## config.mk

```make
export PLATFORM = sky130hd
export DESIGN_NAME = shift_right_seq
export DESIGN_NICKNAME = d
export VERILOG_FILES = /design/src/rtl/shift_right_seq.sv
export SDC_FILE = /design/constraint.sdc
export NUM_CORES = 1
export LEC_CHECK = 0
export CAP_MARGIN = 10
export CELL_PAD_IN_SITES_DETAIL_PLACEMENT = 1
export CELL_PAD_IN_SITES_GLOBAL_PLACEMENT = 1
export CORE_ASPECT_RATIO = 2
export CORE_UTILIZATION = 33
export CTS_CLUSTER_SIZE = 10
export DETAILED_ROUTE_END_ITERATION = 8
export PLACE_DENSITY_LB_ADDON = 0.1
export SYNTH_ARGS = -nofsm -noshare
export SYNTH_HDL_FRONTEND = slang
export SYNTH_SLANG_ARGS = --single-unit
```

## constraint.sdc

```tcl
create_clock -name clk -period 1.6 [get_ports clk]
set_clock_uncertainty 0.05 [all_clocks]
set_input_delay 0.16 -clock clk [delete_from_list [all_inputs] [get_ports clk]]
set_output_delay 0.16 -clock clk [all_outputs]
set_load 0.05 [all_outputs]
```

## src/rtl/shift_right_seq.sv

```systemverilog
// Sequential right shifter: accepts operand/amount over valid/ready and shifts one bit per clock,
// returning the result plus a sticky bit (OR of every bit shifted out of position 0).
module shift_right_seq #(
    parameter int unsigned DW = 8,
    parameter int unsigned SW = $clog2(DW),
    parameter int unsigned CW = $clog2(DW + 1)
) (
    input  logic          clk,
    input  logic          rst,
    input  logic          in_valid,
    output logic          in_ready,
    input  logic [DW-1:0] a,
    input  logic [SW-1:0] n,
    input  logic          arith,
    output logic          out_valid,
    input  logic          out_ready,
    output logic [DW-1:0] y,
    output logic          sticky,
    output logic          busy
);

    typedef enum logic [1:0] {StIdle, StShift, StDone} state_t;

    localparam logic [CW-1:0] DwCnt = CW'(DW);

    state_t        state_q, state_d;
    logic [DW-1:0] y_q, y_d;
    logic          sticky_q, sticky_d;
    logic          fill_q, fill_d;
    logic [CW-1:0] cnt_q, cnt_d;
    logic [CW-1:0] n_ext;

    assign n_ext = CW'(n);

    always_comb begin
        state_d  = state_q;
        y_d      = y_q;
        sticky_d = sticky_q;
        fill_d   = fill_q;
        cnt_d    = cnt_q;
        unique case (state_q)
            StIdle: begin
                if (in_valid) begin
                    y_d      = a;
                    sticky_d = 1'b0;
                    fill_d   = arith & a[DW-1];
                    // Saturate so over-range amounts still terminate after DW shifts
                    cnt_d    = (n_ext > DwCnt) ? DwCnt : n_ext;
                    state_d  = (n != '0) ? StShift : StDone;
                end
            end
            StShift: begin
                y_d      = {fill_q, y_q[DW-1:1]};
                sticky_d = sticky_q | y_q[0];
                cnt_d    = cnt_q - CW'(1);
                if (cnt_q == CW'(1)) begin
                    state_d = StDone;
                end
            end
            StDone: begin
                if (out_ready) begin
                    state_d = StIdle;
                end
            end
            default: state_d = StIdle;
        endcase
    end

    always_ff @(posedge clk or posedge rst) begin
        if (rst) begin
            state_q  <= StIdle;
            y_q      <= '0;
            sticky_q <= 1'b0;
            fill_q   <= 1'b0;
            cnt_q    <= '0;
        end else begin
            state_q  <= state_d;
            y_q      <= y_d;
            sticky_q <= sticky_d;
            fill_q   <= fill_d;
            cnt_q    <= cnt_d;
        end
    end

    // All handshake outputs decode from state only, so no input-to-output path exists
    assign in_ready  = (state_q == StIdle);
    assign out_valid = (state_q == StDone);
    assign busy      = (state_q != StIdle);
    assign y         = y_q;
    assign sticky    = sticky_q;

endmodule

```

======== After elaboration in Yosys (flattened, before gate mapping) ========
Cells that the tools add are included.
cells by class
  $add $sub $neg .......................... 1
  multiply operators ...................... 0
  div/mod/pow operators ................... 0
  $lt $le $gt $ge ......................... 1
  equality and inequality tests ........... 6
  shift operators ......................... 0
  mux-type cells .......................... 12
  bitwise logic cells ..................... 2
  reduce and logical (&&, ||, !) cells .... 7
operators with widths
  operator                                                        number
  case mux 8 bit (2 select lines)                                 1
  2-to-1 mux 2 bit                                                4
  2-to-1 mux 4 bit                                                2
  2-to-1 mux 8 bit                                                1
  case mux 4 bit (2 select lines)                                 1
  case mux 2 bit (3 select lines)                                 1
  == test 4 x 1 -> 1 bit (second input constant)                  1
  greater-than comparator 3 x 4 -> 1 bit (second input constant)  1
  != test 2 bit (second input constant)                           2
  AND reduction 2 bit                                             2
  nonzero test 2 bit                                              2
  subtractor 4 x 1 -> 4 bit (second input constant)               1
  AND reduction 3 bit                                             1
  nonzero test 3 bit                                              1
  == test 2 x 1 -> 1 bit (second input constant)                  1
  == test 2 bit (second input constant)                           1
  zero test 2 bit                                                 1
  != test 2 x 1 -> 1 bit (second input constant)                  1
  case mux 1 bit (2 select lines)                                 1
  bitwise AND 1 bit                                               1
  2-to-1 mux 1 bit                                                1
  bitwise OR 1 bit                                                1
storage, ports and cells
  flip-flop bits (word level) ............. 16
  latch bits .............................. 0
  memory bits (writable) .................. 0
  memory bits (read-only) ................. 0
  output and inout port bits .............. 12
  word-level logic and storage cells ...... 34
  memories kept ........................... 0

======== Longest topological paths before layout ========
Gate-level depths: netlist of the first run.
  word-level depth ........................ 4
  mapped depth ............................ 5
  mapped depth without buffers ............ 5

======== Worst setup path after synthesis of the first run ========
No wires, ideal clock.
  kind .................................... reg2out
  start ................................... reg state_q[0]
  end ..................................... out busy
  arrival ................................. 1.833 ns
  data required time ...................... 1.390 ns
  slack ................................... -0.443 ns
  cell stages (with the launch flop) ...... 5
  path buffers ............................ 2
  cell sequence ........................... dfrtp_1 -> buf_6 -> buf_2 -> nor2_1 -> inv_1
between the ends
  longest elaborated chain between the ends .. 1
RTL lines
  element                 RTL line  text
  from (decl)             26        state_t state_q, state_d;
  from (signal assigned)  71        state_q <= StIdle;
  from (signal assigned)  77        state_q <= state_d;
  nonzero test 2 bit      88        assign busy = (state_q != StIdle);
  to (decl)               19        output logic busy
No other way between the ends.

======== Worst setup path in the final report of the first run ========
  start ................................... reg state_q[1]
  end ..................................... out out_valid
between the ends
  longest elaborated chain between the ends .. 1
RTL lines
  element        RTL line  text
  == test 2 bit  87        assign out_valid = (state_q == StDone);
  to (decl)      15        output logic out_valid,
No other way between the ends.

==> flow_metrics.env, run 1 <==
export IMPL_outcome="completed"
export IMPL_drv_cap=0
export IMPL_setup_viol=0
export IMPL_drt_first_pass_iters=2
export IMPL_fin_crit_sh_pct=91.79
export IMPL_io_buffer_count=27
export IMPL_cp_start_kind="flip-flop"
export IMPL_numCtsBuffers=3
export IMPL_antenna_left=0
export IMPL_post_dp_hpwl_mm=1.814
export IMPL_layout_min_cycle_time_ps=1469
export IMPL_antenna_found_initial=0
export IMPL_critPathCaptureType="output port"
export IMPL_slew_headroom_pct=79.71
export IMPL_dieArea_um2=2975
export IMPL_whs_ps=164.9
export IMPL_setup_tns_ps=0
export IMPL_initial_core_util_pct=35.30
export IMPL_die_w_um=39.08
export IMPL_drive_above_1_share_pct=26.92
export IMPL_n_antenna_cell=0
export IMPL_grt_start_max_net_pins=17
export IMPL_clkPwrFrac_pct=13.1
export IMPL_cts_tree="done"
export IMPL_fin_nets=149
export IMPL_final_hold_viol_count=0
export IMPL_ys_ff_latch=16
export IMPL_cts_sinks=16
export IMPL_grt_use_total_pct=19.22
export IMPL_synth_edf_count=0
export IMPL_syn_area_um2=907.1
export IMPL_rr_worst_depth=3
export IMPL_cts_htree_levels=1
export IMPL_cellPowerDensity_nw_per_um2=2169
export IMPL_synth_warnings=0
export IMPL_ys_seq_area_share_pct=44.14
export IMPL_vias_per_cell=5.285
export IMPL_area_delta_synth_final_pct=44.41
export IMPL_r2r_end="cnt_q[3]"
export IMPL_async_reset_ff_share_pct=100.0
export IMPL_post_route_drc_count=0
export IMPL_cts_path_max_buffers=2
export IMPL_clkSlewWorstSetupHoldPaths_ps=70
export IMPL_grt_ovfl_total=0
export IMPL_synthFlopType="dfrtp_1"
export IMPL_reg2reg_from="cnt_q[0]"
export IMPL_fp_dieH_um=76.15
export IMPL_synthTopCellsByArea="dfrtp_1 (44%), a21oi_1 (6.6%), and3b_1 (5.8%)"
export IMPL_p_sw_share_pct=46.45
export IMPL_cp_required_ps=1390
export IMPL_synth_top_area_share_pct=44.14
export IMPL_cp_max_fo=12
export IMPL_syn_inst=96
export IMPL_pin_count=28
export IMPL_cellLeakagePower_nw=0.6008
export IMPL_peakVddDrop_uv=682.2
export IMPL_p_switching_mw=1.320
export IMPL_pre_cts_ws_ps=41.95
export IMPL_grt_pass1_wl_mm=4.036
export IMPL_internal_power_mw=1.521
export IMPL_drt_iter0_drc=7
export IMPL_min_path_type="in -> async"
export IMPL_avgRoutedWirePerCell_um=14.92
export IMPL_gp_congestion=0.7467
export IMPL_fillers=315
export IMPL_wirelength_mm=2.358
export IMPL_reg2reg_slack_ps=250
export IMPL_syn_num_nets=114
export IMPL_setup_ws_ps=131.4
export IMPL_clock_root_buffer="clkbuf_8"
export IMPL_via_count=835
export IMPL_fmax_mhz=680.9
export IMPL_synth_avg_cell_area_um2=9.449
export IMPL_drv_slew=0
export IMPL_grt_pass1_vias=871
export IMPL_combPwrFrac_pct=59.3
export IMPL_max_slew_worst_pin_slew_ps=303.6
export IMPL_clk_latency_ps=260
export IMPL_setup_worst_path_class="reg -> out"
export IMPL_rows=26
export IMPL_power_frac_seq_pct=27.6
export IMPL_power_mw=2.841
export IMPL_core_um2=2570
export IMPL_synth_top_cell_by_area="dfrtp_1"
export IMPL_cp_arrival_ps=1260
export IMPL_yosysUniqueCellTypes=29
export IMPL_rsz0062_at_grt="false"
==> layout make-up <==
cell class	instances	area (um^2)	area share, %
clock buffer	4	55.05	4.202
inverter	6	22.52	1.719
multi-input combinational	68	449.2	34.29
sequential	16	402.9	30.75
tap	28	35.03	2.674
timing repair buffer	36	345.3	26.36
==> Yosys cell counts (2+ instances only) <==
master	n
o22a_1	3
a21oi_1	12
ha_1	2
nor2_1	6
nor3b_2	2
nor2b_1	2
nand2_1	11
a22oi_1	2
inv_1	6
and3b_1	6
o21ai_1	7
buf_4	3
o21ai_0	2
nand2b_1	2
dfrtp_1	16
==> stage by stage <==
stage / util (%) / instance area [um^2] / instances
floorplan: - / 914.6 / 96
global placement: 47.86 / 1230 / 151
detailed placement: 47.86 / 1230 / 151
CTS: 50.10 / 1287 / 155
global route: 50.97 / 1310 / 158
finish: 50.97 / 1310 / 158
==> worst max-delay path, stage by stage, from the launching register on <==
cell and delay, ps:
dfrtp_2 510, nor2b_1 310, buf_12 180
==> placed cells by master (no fill, tap or decap), drive strengths merged <==
cell type / Yosys / routed
nand2: 11 / 11
a22oi: 2 / 2
nor2b: 2 / 2
ha: 2 / 2
nand2b: 2 / 2
and3b: 6 / 6
o21ai: 9 / 9
clkdlybuf4s50: 0 / 15
o21bai: 1 / 1
nand4: 1 / 1
a21bo: 1 / 1
or3b: 1 / 1
a21oi: 12 / 12
clkbuf: 1 / 4
a22o: 1 / 1
o22a: 3 / 3
or3: 1 / 1
nor2: 6 / 6
mux2: 1 / 1
o211ai: 1 / 1
inv: 6 / 6
nor3b: 3 / 3
nor3: 1 / 1
dfrtp: 16 / 16
buf: 5 / 21
a31oi: 1 / 1
==> worst max path at each step <==
stage,cells past startpoint,startpoint,endpoint,slack [ps]
global placement,4,in_valid,fill_q,100
finish,2,state_q[1],out_valid,130
floorplan,3,state_q[0],state_q[1],100
global route,2,state_q[1],out_valid,50
detailed placement,4,in_valid,fill_q,40
CTS,4,state_q[0],busy,50
==> metal layers <==
metal / global-route usage, % / part of all wire, % / vias to the layer above
li1: - / - / 399
met1: 21.21 / 38 / 405
met2: 31.33 / 54 / 24
met3: 4.956 / 4.3 / 7
met4: 10.34 / 3.8 / 0
met5: 0 / 0 / -
==> cells by family (layout without fill, tap and decap cells) <==
family	after synthesis	count (layout)	share of synthesized area, %
buffers and inverters	12	46	7.171
AND/OR/NAND/NOR	34	34	22.34
flip-flops	16	16	44.14
AO/OA/AOI/OAI	31	31	22.35
adder cells (fa/ha/maj)	2	2	2.758
multiplexers	1	1	1.241
==> power groups by stage <==
stage | clock (mW) | sequential [mW] | combinational, mW
5_1_grt | 0.398 | 0.816 | 1.82
3_3_place_gp | 0 | 0.810 | 1.57
3_5_place_dp | 0 | 0.820 | 1.62
6_report | 0.373 | 0.784 | 1.68
4_1_cts | 0.382 | 0.819 | 1.62
2_1_floorplan | 0 | 1.06 | 0.819
==> flip-flops by register name, summed over array words and instances (netlist names) <==
| signal | flops |
|---|---|
| cnt_q | 4 |
| fill_q | 1 |
| state_q | 2 |
| sticky | 1 |
| y | 8 |
==> what timing repair did <==
action,CTS,global route
setup buffers,0,3
endpoints found under the setup margin,3,1
hold buffers,0,0
gates resized for setup,2,0
No activity file was read; power rests on OpenSTA's default activity.
==> run 2, diff against run 1 <==
--- a/config.mk
+++ b/config.mk
@@ -5,7 +5,7 @@
 export SDC_FILE = /design/constraint.sdc
 export NUM_CORES = 1
 export LEC_CHECK = 0
-export CAP_MARGIN = 10
+export CAP_MARGIN = 30
 export CELL_PAD_IN_SITES_DETAIL_PLACEMENT = 1
 export CELL_PAD_IN_SITES_GLOBAL_PLACEMENT = 1
 export CORE_ASPECT_RATIO = 2
==> constraint.sdc (replaced) <==
create_clock -name clk -period 1.6 [get_ports clk]
set_clock_uncertainty 0.05 [all_clocks]
set_input_delay 0.16 -clock clk [delete_from_list [all_inputs] [get_ports clk]]
set_output_delay 0.16 -clock clk [all_outputs]
set_load 0.005 [all_outputs]
==> run 2 against run 1 <==
Effect of this change: utilization down 0.44 points; flip-flop and latch count unchanged; die area unchanged; fmax down 6.7%; worst setup slack worse by 110 ps; sequential share of layout area up 0.17 points; critical path depth unchanged; count of clock-buffer cells in the layout unchanged; global-route usage down 1.4 points; largest cell class unchanged.
==> flow_metrics.env, run 2 (same netlist as run 1, synthesis figures left out) <==
export IMPL_slowest_stage="clkdlybuf4s50_1"
export IMPL_setup_viol=0
export IMPL_cts_htree_levels=1
export IMPL_numCtsBuffers=3
export IMPL_final_hold_viol_count=0
export IMPL_drt_iter0_drc=5
export IMPL_r2r_end="fill_q"
export IMPL_antenna_left=0
export IMPL_fillers=304
export IMPL_grt_start_max_net_pins=17
export IMPL_clk_latency_ps=260
export IMPL_worstPathCellList="nor2b_2 > clkdlybuf4s50_1"
export IMPL_vias_per_cell=5.291
export IMPL_cellLeakagePower_nw=0.5740
export IMPL_grt_pass1_wl_mm=3.732
export IMPL_fmax_mhz=635.2
export IMPL_core_um2=2570
export IMPL_endpoint="out_valid"
export IMPL_cp_max_fo=4
export IMPL_drv_slew=0
export IMPL_clock_root_buffer="clkbuf_8"
export IMPL_stdcell_count=158
export IMPL_min_path_type="in -> async"
export IMPL_crit_cells=2
export IMPL_worst_path_largest_cell_delay_ps=510
export IMPL_rows=26
export IMPL_avgRoutedWirePerCell_um=14.88
export IMPL_post_dp_hpwl_mm=1.802
export IMPL_largest_reg_flops=8
export IMPL_dpl_instance_area_um2=1222
export IMPL_setup_worst_path_class="reg -> out"
export IMPL_final_util_pct=50.54
export IMPL_layout_min_cycle_time_ps=1574
export IMPL_critPathCaptureType="output port"
export IMPL_power_mw=2.293
export IMPL_drv_cap=0
export IMPL_reg2reg_slack_ps=160
export IMPL_die_w_um=39.08
export IMPL_pin_count=28
export IMPL_multi_input_area_um2=446.7
export IMPL_clkSlewWorstSetupHoldPaths_ps=60
export IMPL_outcome="completed"
export IMPL_initial_core_util_pct=35.30
export IMPL_area_delta_synth_final_pct=43.17
export IMPL_grt_use_total_pct=17.78
export IMPL_final_common_cell="clkdlybuf4s50_1"
export IMPL_cts_path_max_buffers=2
export IMPL_fin_crit_sh_pct=98.40
export IMPL_reg2reg_from="state_q[1]"
export IMPL_io_buffer_count=27
export IMPL_mostFrequentLayoutCells="clkdlybuf4s50_1 (27), dfrtp_1 (15), a21oi_1 (12)"
export IMPL_dieArea_um2=2975
export IMPL_placedCellCount=152
export IMPL_grt_ovfl_total=0
export IMPL_regArea_um2=401.6
export IMPL_grt_pass1_vias=838
export IMPL_critical_path_top_delay_family="buffers and inverters"
export IMPL_worstSetupStartpoint="state_q[1]"
export IMPL_slew_headroom_pct=79.74
export IMPL_drt_first_pass_iters=3
export IMPL_antenna_found_initial=0
export IMPL_whs_ps=165.8
export IMPL_n_antenna_cell=0
export IMPL_peakVddDrop_uv=655.4
export IMPL_post_route_drc_count=0
export IMPL_fin_nets=149
export IMPL_design_area_um2=1299
export IMPL_rr_worst_depth=5
export IMPL_max_slew_worst_pin_slew_ps=303.2
export IMPL_via_count=836
export IMPL_cellPowerDensity_nw_per_um2=1766
export IMPL_fp_dieH_um=76.15
export IMPL_path_buf_inv=1
export IMPL_cts_sinks=16
export IMPL_cp_required_ps=1390
export IMPL_wirelength_mm=2.351
export IMPL_gp_congestion=0.7098
export IMPL_cp_start_kind="flip-flop"
export IMPL_cts_tree="done"
export IMPL_drive_above_1_share_pct=17.69
export IMPL_cp_arrival_ps=1360
[run 2: worst min-delay path by stage]
stage | startpoint | endpoint | slack [ps] | cells past startpoint
3_5_place_dp | rst | y[0] | 450 | 3
4_1_cts | rst | y[2] | 170 | 3
6_report | rst | y[0] | 170 | 3
2_1_floorplan | rst | cnt_q[0] | 20 | 1
5_1_grt | rst | cnt_q[3] | 210 | 3
3_3_place_gp | rst | cnt_q[3] | 440 | 3
[run 2: what timing repair did]
action / in CTS / in global routing
endpoints found under the setup margin: 3 / 3
endpoints found under the hold margin: 0 / 0
buffers inserted: 0 / 2
resized for setup: 1 / 2
hold buffers: 0 / 0
[run 2: where the power goes]
group | internal (mW) | switching (mW)
logic | 0.662 | 0.509
registers | 0.592 | 0.165
clock network | 0.219 | 0.145
total | 1.47 | 0.819
[run 2: layout make-up]
| class | count | area share (%) |
|---|---|---|
| Timing Repair Buffer | 36 | 26.01 |
| Multi-Input combinational cell | 68 | 34.39 |
| Tap cell | 28 | 2.697 |
| Sequential cell | 16 | 30.92 |
| Inverter | 6 | 1.734 |
| Clock buffer | 4 | 4.239 |
[run 2: worst register-to-register path, delay by kind of cell (launching register included)]
family / cells / cell delay (ps)
AO/OA/AOI/OAI: 1 / 60
buffers and inverters: 2 / 310
flip-flops: 1 / 430
AND/OR/NAND/NOR: 2 / 490
[run 2: per-stage QoR]
stage / setup slack (ps) / setup TNS, ps
2_1_floorplan: 333.1 / 0
6_report: 25.64 / 0
3_3_place_gp: 99.98 / 0
4_1_cts: -14.19 / -27.93
3_5_place_dp: 66.10 / 0
5_1_grt: -5.350 / -5.350
[run 2: metal layers]
layer / track usage, % / routed length, um / vias to the layer above
met5: 0 / 0 / -
met4: 10.34 / 68 / 0
met3: 1.749 / 75 / 5
met2: 29.00 / 1286 / 25
met1: 21.03 / 921 / 405
li1: - / - / 401
